--- src/rtl/fifo_wr_arbiter_if.sv ---
// rtl/fifo_wr_arbiter_if.sv - producer/FIFO write-side bundle for fifo_wr_arbiter
// master: arbiter view; slave: producers plus FIFO write pins.
interface fifo_wr_arbiter_if #(
  parameter int NUM_REQ      = 4,
  parameter int MEMORY_WIDTH = 4
);
  localparam int IDX_W = $clog2(NUM_REQ);

  logic [NUM_REQ-1:0]              req;
  logic [NUM_REQ*MEMORY_WIDTH-1:0] wdata_in;
  logic [NUM_REQ-1:0]              gnt;
  logic [IDX_W-1:0]                gnt_idx;
  logic                            fifo_full;
  logic                            fifo_w_en;
  logic [MEMORY_WIDTH-1:0]         fifo_wdata;

  modport master (
    input  req, wdata_in, fifo_full,
    output gnt, gnt_idx, fifo_w_en, fifo_wdata
  );

  modport slave (
    output req, wdata_in, fifo_full,
    input  gnt, gnt_idx, fifo_w_en, fifo_wdata
  );
endinterface

--- src/rtl/fifo_wr_arbiter.sv ---
// rtl/fifo_wr_arbiter.sv - round-robin arbiter sharing one FIFO write port among NUM_REQ producers
// Optional FIFO_ARB_BURST_EN: owner keeps the port for up to MAX_BURST consecutive words.
module fifo_wr_arbiter #(
  parameter int NUM_REQ      = 4,
  parameter int MEMORY_WIDTH = 4,
  parameter int MAX_BURST    = 4
) (
  input  logic                  clk,
  input  logic                  rst,
  fifo_wr_arbiter_if.master     bus
);
  localparam int IDX_W = $clog2(NUM_REQ);
  localparam int CNT_W = $clog2(MAX_BURST + 1);

  if (NUM_REQ < 2 || MAX_BURST < 1) begin : g_bad_cfg
    $error("fifo_wr_arbiter: NUM_REQ must be >= 2 and MAX_BURST >= 1");
  end

  logic [IDX_W-1:0]        last;
  logic [IDX_W-1:0]        rr_win;
  logic [IDX_W-1:0]        winner;
  logic                    w_en;
  logic [NUM_REQ-1:0]      gnt_vec;
  logic [MEMORY_WIDTH-1:0] sel_data;

  // The write strobe itself gates the grant, so reset and full both kill it combinationally.
  assign w_en = (|bus.req) & ~bus.fifo_full & ~rst;

  // Search from last+1, wrapping; last is visited at the end so it has lowest priority.
  always_comb begin
    logic             found;
    logic [IDX_W-1:0] cand;
    found  = 1'b0;
    cand   = '0;
    rr_win = '0;
    for (int k = 1; k <= NUM_REQ; k++) begin
      cand = IDX_W'((int'(last) + k) % NUM_REQ);
      if (!found && bus.req[cand]) begin
        rr_win = cand;
        found  = 1'b1;
      end
    end
  end

`ifdef FIFO_ARB_BURST_EN
  logic [CNT_W-1:0] burst_cnt;
  logic             keep;

  // burst_cnt == 0 only right after reset, where no owner exists yet.
  assign keep   = bus.req[last] && (burst_cnt != '0) && (burst_cnt < CNT_W'(MAX_BURST));
  assign winner = keep ? last : rr_win;

  always_ff @(posedge clk or posedge rst) begin
    if (rst) begin
      burst_cnt <= '0;
    end else if (w_en) begin
      burst_cnt <= keep ? burst_cnt + CNT_W'(1) : CNT_W'(1);
    end
  end
`else
  assign winner = rr_win;
`endif

  always_comb begin
    gnt_vec  = '0;
    sel_data = '0;
    for (int i = 0; i < NUM_REQ; i++) begin
      if (w_en && winner == IDX_W'(i)) begin
        gnt_vec[i] = 1'b1;
        sel_data   = bus.wdata_in[i*MEMORY_WIDTH +: MEMORY_WIDTH];
      end
    end
  end

  always_ff @(posedge clk or posedge rst) begin
    if (rst) begin
      last <= IDX_W'(NUM_REQ - 1);
    end else if (w_en) begin
      last <= winner;
    end
  end

  assign bus.fifo_w_en  = w_en;
  assign bus.gnt        = gnt_vec;
  assign bus.gnt_idx    = w_en ? winner : '0;
  assign bus.fifo_wdata = sel_data;
endmodule

--- src/flat_wrapper.sv ---
// flat-port wrapper written by rule: the top's interface ports become plain ports
module fifo_wr_arbiter_flat 
#(
  parameter int NUM_REQ      = 4,
  parameter int MEMORY_WIDTH = 4,
  parameter int MAX_BURST    = 4
)
  (clk, rst, bus_req, bus_wdata_in, bus_fifo_full, bus_gnt, bus_gnt_idx, bus_fifo_w_en, bus_fifo_wdata);
  fifo_wr_arbiter_if #(.NUM_REQ(NUM_REQ), .MEMORY_WIDTH(MEMORY_WIDTH)) bus_i ();
  input  logic clk;
  input  logic rst;
  input wire logic [$bits(bus_i.req)-1:0] bus_req;
  input wire logic [$bits(bus_i.wdata_in)-1:0] bus_wdata_in;
  input wire logic [$bits(bus_i.fifo_full)-1:0] bus_fifo_full;
  output wire logic [$bits(bus_i.gnt)-1:0] bus_gnt;
  output wire logic [$bits(bus_i.gnt_idx)-1:0] bus_gnt_idx;
  output wire logic [$bits(bus_i.fifo_w_en)-1:0] bus_fifo_w_en;
  output wire logic [$bits(bus_i.fifo_wdata)-1:0] bus_fifo_wdata;
  assign bus_i.req = bus_req;
  assign bus_i.wdata_in = bus_wdata_in;
  assign bus_i.fifo_full = bus_fifo_full;
  assign bus_gnt = bus_i.gnt;
  assign bus_gnt_idx = bus_i.gnt_idx;
  assign bus_fifo_w_en = bus_i.fifo_w_en;
  assign bus_fifo_wdata = bus_i.fifo_wdata;
  fifo_wr_arbiter #(.NUM_REQ(NUM_REQ), .MEMORY_WIDTH(MEMORY_WIDTH), .MAX_BURST(MAX_BURST)) u_core (.clk(clk), .rst(rst), .bus(bus_i));
endmodule
--- config.mk ---
export PLATFORM = sky130hd
export DESIGN_NAME = fifo_wr_arbiter_flat
export DESIGN_NICKNAME = d
export VERILOG_FILES = /design/src/rtl/fifo_wr_arbiter_if.sv /design/src/rtl/fifo_wr_arbiter.sv /design/src/flat_wrapper.sv
export SDC_FILE = /design/constraint.sdc
export NUM_CORES = 1
export LEC_CHECK = 0
export BUFFER_PORTS_ARGS = -buffer_cell sky130_fd_sc_hd__buf_2
export CAP_MARGIN = 20
export CORE_AREA = 2 2 39 41
export CTS_CLUSTER_DIAMETER = 120
export DETAILED_ROUTE_END_ITERATION = 16
export DIE_AREA = 0 0 41 43
export SYNTH_ARGS = -nofsm -noshare
export SYNTH_HDL_FRONTEND = slang
export SYNTH_SLANG_ARGS = --single-unit
--- constraint.sdc ---
create_clock -name clk -period 1.8 [get_ports clk]
set_input_delay 0.18 -clock clk [delete_from_list [all_inputs] [get_ports clk]]
set_output_delay 0.18 -clock clk [all_outputs]
set_load 0.01 [all_outputs]
==> metrics.txt, run 1 <==
Post-Place Setup Slack -0.0553 ns; width of the die 41 µm; xor/xnor share of the synthesized area 0%; status finished, violations left; Clock Latency Late Sink approximately 0.22 ns; drt wl/cell roughly 12 µm; Worst Path Max Fanout 6; Synth-to-Final Area Change 98.4%; CP required approximately 1.6 ns; CTS buffer count 3; Adder-Cell Fraction of Synth Area 0%; sequential share of the synthesized area between 15 and 20%; Worst-path clk slew around 0.030 ns; RSZ-0062 raised after global routing true; Syn Nets between 60 and 70; diodes inserted 0; Final Slew Violations 0; Avg Cell Area, Syn 7.87 µm²; crit share post-route 106%; vias ~480; Setup crit end kind output port; Ys Warns 0; Synth Register Bits 2; first-pass GRT wire length about 1900 µm; DRT antenna net count 0; die height approximately 43 µm; crit path time final roughly 1.9 ns; Total GRT Usage ~15%; violated checks setup timing; setup ws final -0.117 ns; CP startpoint kind flip-flop; biggest regs u_core.last x2; Netlist cell types 21; largest net degree at the start of global routing 9; Max Clock Skew 0.00162 ns; Filler cells between 100 and 150; final core utilization 46.3%; clk sink count 2; Lkg Pwr roughly 0.37 nW; Synth Area in Compound Gates roughly a quarter; critical path data arrival time 1.74 ns; core area roughly 1400 µm²; port bufs 33; VDD IR max between 200 and 300 µV; TritonCTS clock tree yes; FP Rows 14; initial drt markers 6; CTS H-tree lvls 1; Routed WL around 1200 µm; # DRC 0; NumNets Final approximately 110; gpl congestion approximately 0.7; Power Density approximately 740 nW/µm²; Post-Syn Area ~320 µm²; Simple-Gate Fraction of Synth Area 21.3%; DRT Pass-1 Iters 3; post-route setup TNS -0.455 ns; Slew HR about 65%; initial antenna violation count 0; I/O Pins 34; Starting Density approximately a quarter; max reg flops 2; mux cell area share after synthesis between 20% and 30%; DR vias/cell 4.93; Max clock buf depth 2; dpl hpwl 791 µm; Tightest Hold Check Type primary input to flip-flop; Tot Pwr 475 µW; Worst Max-Slew Pin Slew between 0.5 and 0.6 ns; Post-Syn Instances a little over 40; CTS root buf clkbuf_4; fmax about 0.52 GHz; vias in the first global route between 400 and 500; Setup violations, final 5; die area around 1800 µm²; WS Path Type flip-flop to output port; Top reg by flops u_core.last; share of post-route cells with drive strength above 1 roughly two thirds; Remaining Overflow, GRT 0; main combinational cell family by area after synthesis compound AO/OA/AOI/OAI gates; endpoints failing hold 0; maxcap violations 0
-- report_power, final --
group          switching (mW)  internal, mW  leakage, nW  total [mW]
clock network          0.0239        0.0734       0.0138      0.0973
logic                   0.132         0.162        0.339       0.294
registers              0.0192        0.0645       0.0210      0.0836
-- cells in the final DEF, fill, tap and decap left out --
cell / instances
a211o_4: 2
a211oi_1: 1
a21o_1: 1
a21oi_4: 1
and2_4: 1
and3_1: 1
buf_2: 33
buf_4: 4
buf_6: 1
clkbuf_4: 3
dfstp_2: 2
dlygate4sd3_1: 1
inv_1: 4
inv_2: 1
mux2i_1: 8
nand2_1: 2
nand2_4: 1
nand2b_1: 1
nand2b_4: 1
nor2_2: 2
nor2b_1: 1
nor4_1: 1
o221ai_2: 2
o22ai_1: 4
o22ai_2: 1
or3_1: 1
or3_4: 1
-- worst paths after layout --
check,start,end,slack [ns],depth (start not counted)
setup / recovery,u_core.last[0],bus_fifo_wdata[2],-0.12,5
hold / removal,bus_fifo_full,u_core.last[1],0.28,3
setup reg to reg,u_core.last[0],u_core.last[0],0.38,4
hold reg to reg,u_core.last[1],u_core.last[1],0.53,2
max in group asynchronous,rst,u_core.last[0],1.22,3
min in group asynchronous,rst,u_core.last[1],0.56,3
-- area by class of cell --
type / count / area [µm²] / area share (%)
repair buffers: 39 / 216 / 33.8
well taps: 16 / 20.0 / 3.13
clock buffers: 3 / 22.5 / 3.52
flip-flops and latches: 2 / 52.6 / 8.20
inverters: 5 / 18.8 / 2.93
multi-input cells: 33 / 310 / 48.4
-- metal layers --
layer	GRT usage (%)	share of wire (%)	wire length, µm	vias to the layer above
li1	-	-	-	239
met4	2.00	0	0	0
met5	0	0	0	-
met1	19.6	41	481	211
met3	4.71	11	133	0
met2	24.7	48	570	33
-- synthesized netlist by cell type --
master	n	area [µm²]
nand2_1	3	11.3
nand2b_1	2	12.5
a21o_1	1	7.51
buf_4	1	7.51
and2_1	1	6.26
o22ai_1	5	31.3
nor2b_1	1	6.26
nor2_1	2	7.51
a211oi_1	1	7.51
buf_6	1	11.3
inv_2	1	3.75
o221ai_2	1	15.0
dfstp_2	2	52.6
a211o_1	1	8.76
o221ai_1	1	8.76
a21oi_1	1	5.00
inv_1	4	15.0
nor4_1	1	6.26
mux2i_1	8	80.1
and3_1	1	6.26
or3_1	2	12.5
-- logic make-up (layout without fill, tap and decap cells) --
family | after synthesis | count (layout)
simple gates | 13 | 13
compound gates | 11 | 12
mux | 8 | 8
buf+inv | 7 | 47
flops | 2 | 2
-- worst max-delay path: stages (launching register included) --
cell and delay [ns]:
dfstp_2 0.53, o22ai_1 0.12, a211o_4 0.41, mux2i_1 0.15
o22ai_2 0.16, buf_2 0.15
-- timing repair --
action,in CTS,in global routing
cloned,1,0
hold buffers,1,0
endpoints found under the hold margin,2,0
setup buffers,1,1
pin swaps,8,3
endpoints found under the setup margin,10,10
gates resized for setup,10,5
-- stage by stage --
stage	instances	area, µm²	hold WS [ns]
after CTS	97	613	0.269
after detailed placement	91	512	0.229
final	98	641	0.277
after floorplan	41	323	0.0915
after global placement	91	512	0.234
after global routing	98	641	0.313
Power figures use the tool's default switching activity.
==> run 2, diff against run 1 <==
--- a/config.mk
+++ b/config.mk
@@ -11,6 +11,8 @@
 export CTS_CLUSTER_DIAMETER = 120
 export DETAILED_ROUTE_END_ITERATION = 16
 export DIE_AREA = 0 0 41 43
+export HOLD_SLACK_MARGIN = 0.15
+export SETUP_SLACK_MARGIN = 0.3
 export SYNTH_ARGS = -nofsm -noshare
 export SYNTH_HDL_FRONTEND = slang
 export SYNTH_SLANG_ARGS = --single-unit
==> run 2 against run 1 <==
The flow still finishes with violations (setup timing). Critical path type unchanged. Critical endpoint unchanged. Setup slack worse by 0.074 ns. Routed wire length is 15% lower. Fmax down 3.7%. Hold slack improved by 0.051 ns. Final area rose by 5.1%. Clock skew about the same. Utilization is 2.4 points higher.
==> metrics.txt, run 2 (same netlist as run 1, synthesis figures left out) <==
Tightest Hold Check Type primary input to flip-flop; violated checks setup timing; TritonCTS clock tree yes; die height 43 µm; CP required between 1.5 and 2 ns; NumNets Final 110; Hold Crit Endpoint u_core.last[1]; final core utilization between 40% and 50%; Lkg Pwr between 0.3 and 0.4 nW; Remaining Overflow, GRT 0; crit share post-route 111%; clk sink count 2; max reg flops 2; first-pass GRT wire length between 1500 and 2000 µm; width of the die roughly 40 µm; maxcap violations 0; DRT Pass-1 Iters 3; RSZ-0062 raised after global routing true; Synth-to-Final Area Change 109%; drt wl/cell between 9 and 10 µm; VDD IR max between 300 and 400 µV; Routed WL 1010 µm; FP Rows 14; gpl congestion between 0.6 and 0.7; hold path start bus_fifo_full; biggest regs u_core.last x2; initial drt markers 4; Slew HR between 80% and 90%; Setup violations, final 10; commonest non-fill, non-tap cells in the layout 32 x buf_2, 7 x mux2i_1, 6 x buf_6; Cell Chain, Critical Path nand2b_4 -> o221ai_2 -> or3_4 -> o22ai_2 -> buf_2; share of post-route cells with drive strength above 1 ~73%; Clock Latency Late Sink 0.22 ns; I/O Pins 34; CTS H-tree lvls 1; Setup crit end kind output port; Worst Path Max Fanout 8; Critical R2R Capture u_core.last[1]; Top reg by flops u_core.last; post-route setup TNS -1.25 ns; Max clock buf depth 2; dpl hpwl ~800 µm; DR vias/cell around 4.7; initial antenna violation count 0; Max Clock Skew ~0.0017 ns; CP max-delay cell dfstp_2; WP buf/inv 1; Total GRT Usage 14.1%; diodes inserted 0; leading cell type in the layout, fill and taps excluded buf_2; Worst Max-Slew Pin Slew between 0.2 and 0.25 ns; worst r2r src u_core.last[0]; fmax between 0.5 and 0.6 GHz; setup ws final -0.190 ns; # DRC 0; core area 1380 µm²; status finished, violations left; crit path time final ~2.0 ns; CTS buffer count 3; vias in the first global route roughly 470; CTS root buf clkbuf_4; Starting Density 23.3%; CP startpoint kind flip-flop; largest stage delay on the critical path around 0.55 ns; DRT antenna net count 0; Tot Pwr 477 µW; endpoints failing hold 0; Final Slew Violations 0; Power Density about 700 nW/µm²; critical path data arrival time approximately 1.8 ns; FF-to-FF path depth 6; reg-to-reg setup timing slack around 0.20 ns; WS Path Type flip-flop to output port; Worst-path clk slew about 0.030 ns; die area 1760 µm²; largest net degree at the start of global routing 9; Hold Crit Depth 4; CP top delay family simple AND/OR/NAND/NOR gates; vias approximately 480; port bufs 33
run 2: cell types whose count changed in the layout (fill, tap and decap cells not counted), moves of 2 or more:
cell and change:
o22ai_1 -3, buf_6 +5, o22ai_2 +3, a211o_4 -2
run 2: layer usage:
layer | global-route usage [%] | wire (µm) | vias to the layer above
met3 | 1.57 | 115 | 0
met4 | 10.0 | 0 | 0
li1 | - | - | 244
met5 | 0 | 0 | -
met2 | 21.3 | 483 | 30
met1 | 17.4 | 408 | 203
run 2: area by class of cell:
class	instances	area (µm²)
Fill cell	132	711
Sequential cell	2	52.6
Inverter	5	18.8
Clock buffer	3	22.5
Timing Repair Buffer	43	268
Multi-Input combinational cell	32	292
Tap cell	16	20.0
run 2: stage by stage:
step	hold slack (ns)	setup WS (ns)	cells	instance area, µm²
after floorplan	0.0915	0.153	41	365
after global placement	0.233	-0.0409	92	558
after detailed placement	0.229	-0.0689	92	558
after CTS	0.324	-0.192	100	656
after global routing	0.367	-0.257	101	673
final	0.328	-0.190	101	673
run 2: worst max path at each step:
stage,from,slack (ns),end,cells past startpoint
after floorplan,u_core.last[0],0.15,bus_fifo_wdata[0],6
after CTS,u_core.last[0],-0.19,bus_fifo_wdata[0],7
final,u_core.last[0],-0.19,bus_fifo_wdata[2],5
after global routing,u_core.last[0],-0.26,bus_fifo_wdata[1],7
after global placement,u_core.last[0],-0.04,bus_fifo_wdata[1],5
after detailed placement,u_core.last[0],-0.07,bus_fifo_wdata[1],5
run 2: worst min-delay path, delay by kind of cell:
family	cells	cell delay, ns
buffers and inverters	1	0.09
AND/OR/NAND/NOR	3	0.26
run 2: power breakdown:
part	total (mW)	leakage [nW]	switching, mW	internal [mW]
registers	0.0801	0.0210	0.0157	0.0644
logic	0.298	0.351	0.125	0.173
clock network	0.0995	0.0138	0.0260	0.0736
total	0.477	0.386	0.167	0.311
run 2: what timing repair did:
item / 4_1_cts / 5_1_grt
endpoints found under the setup margin: 12 / 12
resized for setup: 8 / 3
hold buffers: 1 / 0
pin swaps: 5 / 1
gates cloned: 0 / 0
buffers inserted: 4 / 1
endpoints found under the hold margin: 2 / 0
